File: src/rtl/fetch_prefetch_queue_if.sv
// Handshake and bus bundle between the memory bus, the fetch stage and pipeline stage 1.
// The slave side is the prefetch queue; the master side drives bus, control and stall inputs.
interface fetch_prefetch_queue_if #(
    parameter int DATA_W = 8,
    parameter int DEPTH  = 4
);
    logic                       BusRequest;
    logic                       FetchSurpress;
    logic                       Flush;
    logic [DATA_W-1:0]          MEMDATA;
    logic                       PipeReady;
    logic                       Flags_5_PCRA_Flip;
    logic [DATA_W-1:0]          PipeOut;
    logic                       PipeValid;
    logic                       IncPCRA0;
    logic                       IncPCRA1;
    logic [$clog2(DEPTH+1)-1:0] Occupancy;
    logic                       QueueFull;
    logic                       QueueEmpty;

    modport master (
        output BusRequest, FetchSurpress, Flush, MEMDATA, PipeReady, Flags_5_PCRA_Flip,
        input  PipeOut, PipeValid, IncPCRA0, IncPCRA1, Occupancy, QueueFull, QueueEmpty
    );

    modport slave (
        input  BusRequest, FetchSurpress, Flush, MEMDATA, PipeReady, Flags_5_PCRA_Flip,
        output PipeOut, PipeValid, IncPCRA0, IncPCRA1, Occupancy, QueueFull, QueueEmpty
    );
endinterface

File: src/rtl/fetch_prefetch_queue.sv
// Instruction-fetch stage 0: DEPTH-entry prefetch FIFO between the memory data bus and stage 1,
// with branch flush, PC increment selection and NOP substitution when no word is available.
module fetch_prefetch_queue #(
    parameter int                DATA_W    = 8,
    parameter int                DEPTH     = 4,
    parameter logic [DATA_W-1:0] NOP_VALUE = '0
) (
    input logic                   ClockIn,
    input logic                   ResetIn_n,
    fetch_prefetch_queue_if.slave bus
);
    localparam int PTR_W = $clog2(DEPTH);
    localparam int OCC_W = $clog2(DEPTH + 1);

    logic [DATA_W-1:0] entries [DEPTH];
    logic [PTR_W-1:0]  rdPtr;
    logic [PTR_W-1:0]  wrPtr;
    logic [OCC_W-1:0]  occupancy;
    logic              queueFull;
    logic              queueEmpty;
    logic              pop;
    logic              fetch;

    // Full/empty come from the occupancy count; the pointers alone cannot tell them apart.
    assign queueEmpty = (occupancy == '0);
    assign queueFull  = (occupancy == OCC_W'(DEPTH));
    assign pop        = ~queueEmpty & bus.PipeReady;
    assign fetch      = ResetIn_n & ~bus.Flush & ~bus.BusRequest & ~bus.FetchSurpress
                      & (~queueFull | pop);

    // NOTE: queue storage has no reset; occupancy alone decides which entries are meaningful,
    // so clearing the array would only cost reset fan-out.
    always_ff @(posedge ClockIn) begin
        if (fetch) begin
            entries[wrPtr] <= bus.MEMDATA;
        end
    end

    // NOTE: all state updates use non-blocking assignment so every register samples
    // pre-edge values and the pointer/occupancy updates stay mutually consistent.
    always_ff @(posedge ClockIn) begin
        if (!ResetIn_n || bus.Flush) begin
            rdPtr     <= '0;
            wrPtr     <= '0;
            occupancy <= '0;
        end else begin
            if (fetch) begin
                wrPtr <= wrPtr + PTR_W'(1);
            end
            if (pop) begin
                rdPtr <= rdPtr + PTR_W'(1);
            end
            if (fetch && !pop) begin
                occupancy <= occupancy + OCC_W'(1);
            end else if (pop && !fetch) begin
                occupancy <= occupancy - OCC_W'(1);
            end
        end
    end

    assign bus.PipeOut    = queueEmpty ? NOP_VALUE : entries[rdPtr];
    assign bus.PipeValid  = ~queueEmpty;
    assign bus.IncPCRA0   = fetch & ~bus.Flags_5_PCRA_Flip;
    assign bus.IncPCRA1   = fetch & bus.Flags_5_PCRA_Flip;
    assign bus.Occupancy  = occupancy;
    assign bus.QueueFull  = queueFull;
    assign bus.QueueEmpty = queueEmpty;
endmodule

File: src/flat_wrapper.sv
// flat-port wrapper written by rule: the top's interface ports become plain ports
module fetch_prefetch_queue_flat 
#(
    parameter int                DATA_W    = 8,
    parameter int                DEPTH     = 4,
    parameter logic [DATA_W-1:0] NOP_VALUE = '0
)
  (ClockIn, ResetIn_n, bus_BusRequest, bus_FetchSurpress, bus_Flush, bus_MEMDATA, bus_PipeReady, bus_Flags_5_PCRA_Flip, bus_PipeOut, bus_PipeValid, bus_IncPCRA0, bus_IncPCRA1, bus_Occupancy, bus_QueueFull, bus_QueueEmpty);
  fetch_prefetch_queue_if #(.DATA_W(DATA_W), .DEPTH(DEPTH)) bus_i ();
  input logic ClockIn;
  input logic ResetIn_n;
  input wire logic [$bits(bus_i.BusRequest)-1:0] bus_BusRequest;
  input wire logic [$bits(bus_i.FetchSurpress)-1:0] bus_FetchSurpress;
  input wire logic [$bits(bus_i.Flush)-1:0] bus_Flush;
  input wire logic [$bits(bus_i.MEMDATA)-1:0] bus_MEMDATA;
  input wire logic [$bits(bus_i.PipeReady)-1:0] bus_PipeReady;
  input wire logic [$bits(bus_i.Flags_5_PCRA_Flip)-1:0] bus_Flags_5_PCRA_Flip;
  output wire logic [$bits(bus_i.PipeOut)-1:0] bus_PipeOut;
  output wire logic [$bits(bus_i.PipeValid)-1:0] bus_PipeValid;
  output wire logic [$bits(bus_i.IncPCRA0)-1:0] bus_IncPCRA0;
  output wire logic [$bits(bus_i.IncPCRA1)-1:0] bus_IncPCRA1;
  output wire logic [$bits(bus_i.Occupancy)-1:0] bus_Occupancy;
  output wire logic [$bits(bus_i.QueueFull)-1:0] bus_QueueFull;
  output wire logic [$bits(bus_i.QueueEmpty)-1:0] bus_QueueEmpty;
  assign bus_i.BusRequest = bus_BusRequest;
  assign bus_i.FetchSurpress = bus_FetchSurpress;
  assign bus_i.Flush = bus_Flush;
  assign bus_i.MEMDATA = bus_MEMDATA;
  assign bus_i.PipeReady = bus_PipeReady;
  assign bus_i.Flags_5_PCRA_Flip = bus_Flags_5_PCRA_Flip;
  assign bus_PipeOut = bus_i.PipeOut;
  assign bus_PipeValid = bus_i.PipeValid;
  assign bus_IncPCRA0 = bus_i.IncPCRA0;
  assign bus_IncPCRA1 = bus_i.IncPCRA1;
  assign bus_Occupancy = bus_i.Occupancy;
  assign bus_QueueFull = bus_i.QueueFull;
  assign bus_QueueEmpty = bus_i.QueueEmpty;
  fetch_prefetch_queue #(.DATA_W(DATA_W), .DEPTH(DEPTH), .NOP_VALUE(NOP_VALUE)) u_core (.ClockIn(ClockIn), .ResetIn_n(ResetIn_n), .bus(bus_i));
endmodule
File: config.mk
export PLATFORM = sky130hd
export DESIGN_NAME = fetch_prefetch_queue_flat
export DESIGN_NICKNAME = d
export VERILOG_FILES = /design/src/rtl/fetch_prefetch_queue_if.sv /design/src/rtl/fetch_prefetch_queue.sv /design/src/flat_wrapper.sv
export SDC_FILE = /design/constraint.sdc
export NUM_CORES = 1
export LEC_CHECK = 0
export CAP_MARGIN = 20
export CORE_MARGIN = 2
export CORE_UTILIZATION = 38
export DETAILED_ROUTE_END_ITERATION = 10
export PLACE_DENSITY_LB_ADDON = 0.08
export SKIP_CTS_REPAIR_TIMING = 1
export SYNTH_ARGS = -nofsm -noshare
export SYNTH_HDL_FRONTEND = slang
export SYNTH_SLANG_ARGS = --single-unit
File: constraint.sdc
create_clock -name ClockIn -period 3.8 [get_ports ClockIn]
set_clock_uncertainty 0.1 [all_clocks]
set_input_delay 0.57 -clock ClockIn [delete_from_list [all_inputs] [get_ports ClockIn]]
set_output_delay 0.57 -clock ClockIn [all_outputs]
set_load 0.05 [all_outputs]
==> reports/qor.csv, run 1 <==
stage,metric,value,unit
floorplanning,dieWidth,71.3,microns
clock_tree,cts_made_buffers,5,
timing,post-route-period-util,84.5,%
timing,slew_headroom,60.6,%
floorplanning,start_util,39.5,%
logic_synthesis,ys_types,24,
global_route,antenna_found_initial,0,
hold_path,hold_class,flop to flop,
timing,slew_viol_final,0,
power_and_ir_drop,switching_power,0.000187,W
timing,fin_crit,3.21,ns
floorplanning,die-area,0.00509,sq mm
clock_tree,clkLatencyLatePin,0.28,ns
logic_synthesis,syn_avg_cell_area,16.6,sq um
global_route,grt_max_degree,13,
setup_path,crit_type,input port to output port,
run,max_cap_viol_count,0,
floorplanning,pin_count,31,
timing,clock.fmax,311,MHz
status,run_status,"complete, no violations",
power_and_ir_drop,share_seq_of_total_power,57.0,%
setup_path,crit_chain,clkdlybuf4s50_1 > nand2b_4 > a2111oi_4 > nor2b_1 > clkdlybuf4s50_1,
power_and_ir_drop,internal_power,0.000673,W
clock_tree,clock-root-buffer,clkbuf_8,
global_route,grt_pass1_wl,4740,microns
clock_tree,clk_pin_slew,0.07,ns
setup_path,required,3.13,ns
route,wire_per_inst,15.1,microns
timing,worst_pin_slew,0.591,ns
setup_path,worst_setup_path_start_kind,input port,
setup_path,path_common_cell,clkdlybuf4s50_1,
cells_and_area,drive_gt1_share,12.9,%
logic_synthesis,yosysSeqAreaShare,66.3,%
route,routed_wl,2910,microns
power_and_ir_drop,switching_share,21.7,%
setup_path,cp_max_fo,7,
timing,rsz0062_at_grt,false,
cells_and_area,num-nets-final,160,
cells_and_area,syn2layout_area_growth,25.9,%
clock_tree,clock_path_buffers,2,
logic_synthesis,synth_area,0.00172,sq mm
cells_and_area,antenna_cells,0,
global_route,grt_pass1_vias,990,
logic_synthesis,syn_inst,104,
logic_synthesis,yosysWarnings,0,
logic_synthesis,synthTopCellsByArea,"edfxtp_1 56%, dfxtp_1 10%, mux4_2 10%, ha_1 3.6%, nor2b_1 3.3%",
route,first_iter_violations,59,
global_route,grtUsageTotal,12.8,%
placement,hpwl,1940,microns
clock_tree,cts_tree,yes,
placement,dpl_worst_slack,0.575,ns
logic_synthesis,netlist.area_leader.share,55.8,%
power_and_ir_drop,power_density,397,mW/mm^2
global_route,grt_overflow,0,
placement,portBuffers,30,
route,remaining_drc_errors,0,
setup_path,end_kind,output port,
timing,setup_violations,0,
clock_tree,htree_levels,2,
cells_and_area,design_area,0.00217,sq mm
floorplanning,coreArea,0.00435,sq mm
power_and_ir_drop,power_frac_comb,10.5,%
route,final_antenna_net_count,0,
clock_tree,cts.sinks,41,
setup_path,cp_slowest_cell,clkdlybuf4s50_1,
route,vias,899,
route,dr.pass1.iters,4,
placement,gp_congestion,0.657,
timing,hold_viol,0,
placement,dpl_cell_area,0.00208,sq mm
power_and_ir_drop,ir_drop,0.156,mV
route,vias_per_cell,4.68,
timing,setup_ws,0.589,ns
logic_synthesis,ys_ff_latch,41,
floorplanning,die_h,71.3,microns
floorplanning,rows,24,
power_and_ir_drop,clockPowerShare,32.4,%
setup_path,crit_path_max_incr_delay,0.81,ns
logic_synthesis,yosysTopAreaCell,edfxtp_1,
timing,finalSetupTns,0,ns
power_and_ir_drop,p_leak,0.724,nW
setup_path,arrival,2.54,ns
logic_synthesis,synth_nets,125,
[Yosys cell counts (all sizes together)]
cell     count
edfxtp      32
dfxtp        9
nor2b        9
mux4         8
inv          6
and2         5
ha           5
nor2         4
mux2i        3
nand2        3
xor2         3
a21oi        2
buf          2
clkbuf       2
o21ai        2
or3          2
a2111oi      1
and2b        1
fa           1
nand2b       1
nor3         1
nor3b        1
o31ai        1
[worst max-delay path, delay by kind of cell]
family / cells / cell delay (ns)
compound gates: 1 / 0.36
simple gates: 2 / 0.27
buf+inv: 2 / 1.33
[cells by family (layout without fill, tap and decap cells)]
family                     count (synthesis)  count (layout)  synth area share (%)
DFF                                       41              41                  66.3
and+or+nand+nor                           27              27                  9.30
muxes                                     11              11                  12.2
buffers and inverters                     10              46                  2.69
adders and majority gates                  6               6                  4.80
AOI/OAI and AO/OA                          6               6                  3.20
xor gates and xnor gates                   3               3                  1.53
[layout make-up]
class | count | area (sq um)
Multi-Input combinational cell | 53 | 534
Inverter | 6 | 22.5
Fill cell | 386 | 2190
Sequential cell | 41 | 1140
Clock buffer | 8 | 90.1
Timing Repair Buffer | 32 | 315
Tap cell | 52 | 65.1
[power by group through the flow]
stage	clock, W	combinational, W	sequential, W
after floorplan	0	0.0000497	0.000503
after global placement	0	0.0000904	0.000500
after detailed placement	0	0.0000918	0.000501
after CTS	0.000288	0.0000923	0.000491
after global routing	0.000308	0.0000973	0.000491
final	0.000279	0.0000907	0.000491
[state kept, by name, summed over array words and instances, names as in the netlist, named ones only]
| register | flops |
|---|---|
| u_core.wrPtr | 2 |
| u_core.bus.Occupancy | 3 |
| u_core.entries | 32 |
| u_core.rdPtr | 2 |
[through the flow]
| stage | power [W] | hold WS, ns | util (%) | cells |
|---|---|---|---|---|
| final | 0.000860 | 0.394 | 49.8 | 192 |
| after global placement | 0.000591 | 0.376 | 47.7 | 184 |
| after detailed placement | 0.000592 | 0.394 | 47.7 | 184 |
| after floorplan | 0.000552 | 0.354 | - | 104 |
| after CTS | 0.000871 | 0.405 | 49.8 | 192 |
| after global routing | 0.000896 | 0.418 | 49.8 | 192 |
[cell usage in the layout (no fill, tap or decap), drive strengths merged]
cell type | Yosys | layout
and2b | 1 | 1
nor3 | 1 | 1
mux2i | 3 | 3
buf | 2 | 2
nand2b | 1 | 1
o31ai | 1 | 1
nor2 | 4 | 4
edfxtp | 32 | 32
o21ai | 2 | 2
inv | 6 | 6
nor2b | 9 | 9
xor2 | 3 | 3
clkdlybuf4s50 | 0 | 30
mux4 | 8 | 8
nand2 | 3 | 3
fa | 1 | 1
nor3b | 1 | 1
and2 | 5 | 5
dfxtp | 9 | 9
ha | 5 | 5
a21oi | 2 | 2
clkbuf | 2 | 8
a2111oi | 1 | 1
or3 | 2 | 2
[path summary, 6_finish.rpt]
check | startpoint | slack (ns) | cells past startpoint | end
worst max-delay path | ResetIn_n | 0.59 | 5 | bus_IncPCRA0
worst min-delay path | u_core.rdPtr[1] | 0.39 | 2 | u_core.rdPtr[1]
worst max register to register | u_core.bus.Occupancy[0] | 1.13 | 9 | u_core.bus.Occupancy[2]
worst min register to register | u_core.rdPtr[1] | 0.39 | 2 | u_core.rdPtr[1]
[per-layer routing]
| metal | vias up | track usage, % | share of wire [%] |
|---|---|---|---|
| li1 | 447 | - | - |
| met1 | 427 | 15.0 | 43 |
| met2 | 23 | 22.0 | 53 |
| met3 | 2 | 3.23 | 4.2 |
| met4 | 0 | 6.08 | 0.45 |
| met5 | - | 0 | 0 |
Power figures use the tool's default switching activity.
==> run 2, diff against run 1 <==
==> constraint.sdc (replaced) <==
create_clock -name ClockIn -period 3.3 [get_ports ClockIn]
set_clock_uncertainty 0.1 [all_clocks]
set_input_delay 0.495 -clock ClockIn [delete_from_list [all_inputs] [get_ports ClockIn]]
set_output_delay 0.495 -clock ClockIn [all_outputs]
set_load 0.05 [all_outputs]
==> run 2 against run 1 <==
Effect of this change: wire length shrank 2.2%; critical endpoint is now bus_PipeOut[7]; sequential share of layout area down 0.72 points; critical path type is now flop to output port; largest cell class unchanged; register-to-register slack worse by 0.28 ns; global-route usage shrank 0.21 points; setup slack got worse by 0.028 ns; highest routed layer unchanged; largest power group unchanged; via count is 4.9% higher; cell count rose by 0.52%; sequential cell count stayed put; power grew 15%; core utilization grew 0.69 points; die area did not move; worst hold slack worse by 0.00085 ns.
==> reports/qor.csv, run 2 (same netlist as run 1, synthesis figures left out) <==
stage,metric,value,unit,change
status,run_status,"complete, no violations",,
cells_and_area,antenna_cells,0,,unchanged
cells_and_area,regMostFlops,u_core.entries,,
cells_and_area,final_common_cell,edfxtp_1,,
power_and_ir_drop,power_density,450,mW/mm^2,+13%
cells_and_area,fillCellCount,371,,-3.9%
floorplanning,rows,24,,unchanged
run,max_cap_viol_count,0,,unchanged
timing,setup_ws,0.561,ns,-0.0279 ns
power_and_ir_drop,ir_drop,0.171,mV,+9.5%
placement,dpl_worst_slack,0.387,ns,-0.188 ns
global_route,antenna_found_initial,0,,unchanged
setup_path,cp_slowest_cell,clkdlybuf4s50_1,,
floorplanning,start_util,39.5,%,unchanged
setup_path,cp_top_family,buffers and inverters,,
route,first_iter_violations,72,,+22%
placement,portBuffers,30,,unchanged
power_and_ir_drop,p_leak,0.743,nW,+2.7%
floorplanning,dieWidth,71.3,microns,unchanged
route,dr.pass1.iters,4,,unchanged
global_route,grt_overflow,0,,unchanged
floorplanning,die_h,71.3,microns,unchanged
setup_path,crit_path_max_incr_delay,0.69,ns,-0.12 ns
placement,hpwl,1970,microns,+1.8%
route,remaining_drc_errors,0,,unchanged
clock_tree,cts_made_buffers,5,,unchanged
timing,hold_viol,0,,unchanged
setup_path,crit_type,flop to output port,,
placement,gp_congestion,0.720,,+9.7%
clock_tree,htree_levels,2,,unchanged
cells_and_area,layout_common_cells,"32 x edfxtp_1, 27 x clkdlybuf4s50_1, 9 x nor2b_1, 9 x dfxtp_1, 8 x mux4_2",,
timing,rsz0062_at_grt,false,,
global_route,grt_pass1_wl,4700,microns,-0.89%
route,vias,943,,+4.9%
timing,clock.fmax,365,MHz,
setup_path,end_kind,output port,,
clock_tree,clkLatencyLatePin,0.27,ns,about the same
route,routed_wl,2850,microns,-2.2%
setup_path,crit_chain,buf_4 > mux4_2 > nor2b_1 > clkdlybuf4s50_1,,
clock_tree,clk_pin_slew,0.07,ns,about the same
floorplanning,die-area,0.00509,sq mm,unchanged
setup_path,cp_max_fo,8,,+1
timing,slew_headroom,66.4,%,+5.9 points
timing,finalSetupTns,0,ns,unchanged
floorplanning,coreArea,0.00435,sq mm,unchanged
route,wire_per_inst,14.7,microns,-2.7%
clock_tree,clock-root-buffer,clkbuf_8,,
cells_and_area,multi_input_area,539,sq um,+0.94%
cells_and_area,num-nets-final,161,,+0.63%
route,vias_per_cell,4.89,,+4.4%
global_route,grt_max_degree,13,,unchanged
timing,slew_viol_final,0,,unchanged
timing,worst_pin_slew,0.502,ns,-0.0889 ns
cells_and_area,syn2layout_area_growth,27.7,%,
clock_tree,clock_path_buffers,2,,unchanged
floorplanning,pin_count,31,,unchanged
timing,setup_violations,0,,unchanged
setup_path,arrival,2.14,ns,-0.40 ns
cells_and_area,largest_reg_flops,32,,unchanged
global_route,grtUsageTotal,12.6,%,-0.21 points
clock_tree,cts_tree,yes,,
route,final_antenna_net_count,0,,unchanged
timing,post-route-period-util,83.0,%,
power_and_ir_drop,power,0.000988,W,+15%
timing,fin_crit,2.74,ns,
placement,dpl.cell_count,185,,+0.54%
cells_and_area,seqCellArea,0.00114,sq mm,unchanged
setup_path,cp_num_buf_inv,2,,unchanged
setup_path,required,2.70,ns,-0.43 ns
hold_path,hold_class,flop to flop,,
setup_path,worst_setup_path_start_kind,flop,,
clock_tree,cts.sinks,41,,unchanged
cells_and_area,drive_gt1_share,16.3,%,+3.5 points
global_route,grt_pass1_vias,973,,-1.7%
cells_and_area,stdcell_count,193,,+0.52%
## run 2: cell types whose count changed in the layout (fill, tap and decap cells not counted), sizes merged
cell,previous run,this run
buf,2,6
clkdlybuf4s50,30,27
## run 2: where the power goes
part	switching, W	internal, W	total [W]
logic	0.0000612	0.0000459	0.000107
clock network	0.000147	0.000170	0.000317
registers	0.00000379	0.000560	0.000564
## run 2: path summary, 6_finish.rpt
path                            slack, ns                 endpoint  cells past startpoint                     from
worst min register to register       0.39          u_core.rdPtr[1]                      2          u_core.rdPtr[1]
worst max register to register       0.85  u_core.bus.Occupancy[2]                      8  u_core.bus.Occupancy[0]
worst min-delay path                 0.39          u_core.rdPtr[1]                      2          u_core.rdPtr[1]
worst max-delay path                 0.56           bus_PipeOut[7]                      4                     flop
## run 2: area by class of cell
class                      count  area share, %
sequential                    41           51.9
multi-input combinational     53           24.5
timing repair buffer          33           15.5
clock buffer                   8           4.10
tap                           52           2.96
inverter                       6           1.02
## run 2: metal layers
| metal | track usage, % | up-vias | share of wire (%) |
|---|---|---|---|
| met3 | 2.95 | 5 | 4.2 |
| met1 | 15.8 | 459 | 45 |
| li1 | - | 451 | - |
| met2 | 20.6 | 28 | 49 |
| met5 | 0 | - | 0 |
| met4 | 6.29 | 0 | 1.7 |
## run 2: per-stage QoR
stage | utilization, % | hold WS [ns] | cell area (sq um)
CTS | 50.5 | 0.396 | 2200
floorplan | - | 0.354 | 1730
detailed placement | 48.4 | 0.384 | 2110
finish | 50.5 | 0.394 | 2200
global route | 50.5 | 0.420 | 2200
global placement | 48.4 | 0.378 | 2110
## run 2: tightest hold or removal path, cell delays in order (launching register included)
cell     delay (ns)
dfxtp_1        0.30
o21ai_0        0.06
a21oi_1        0.08
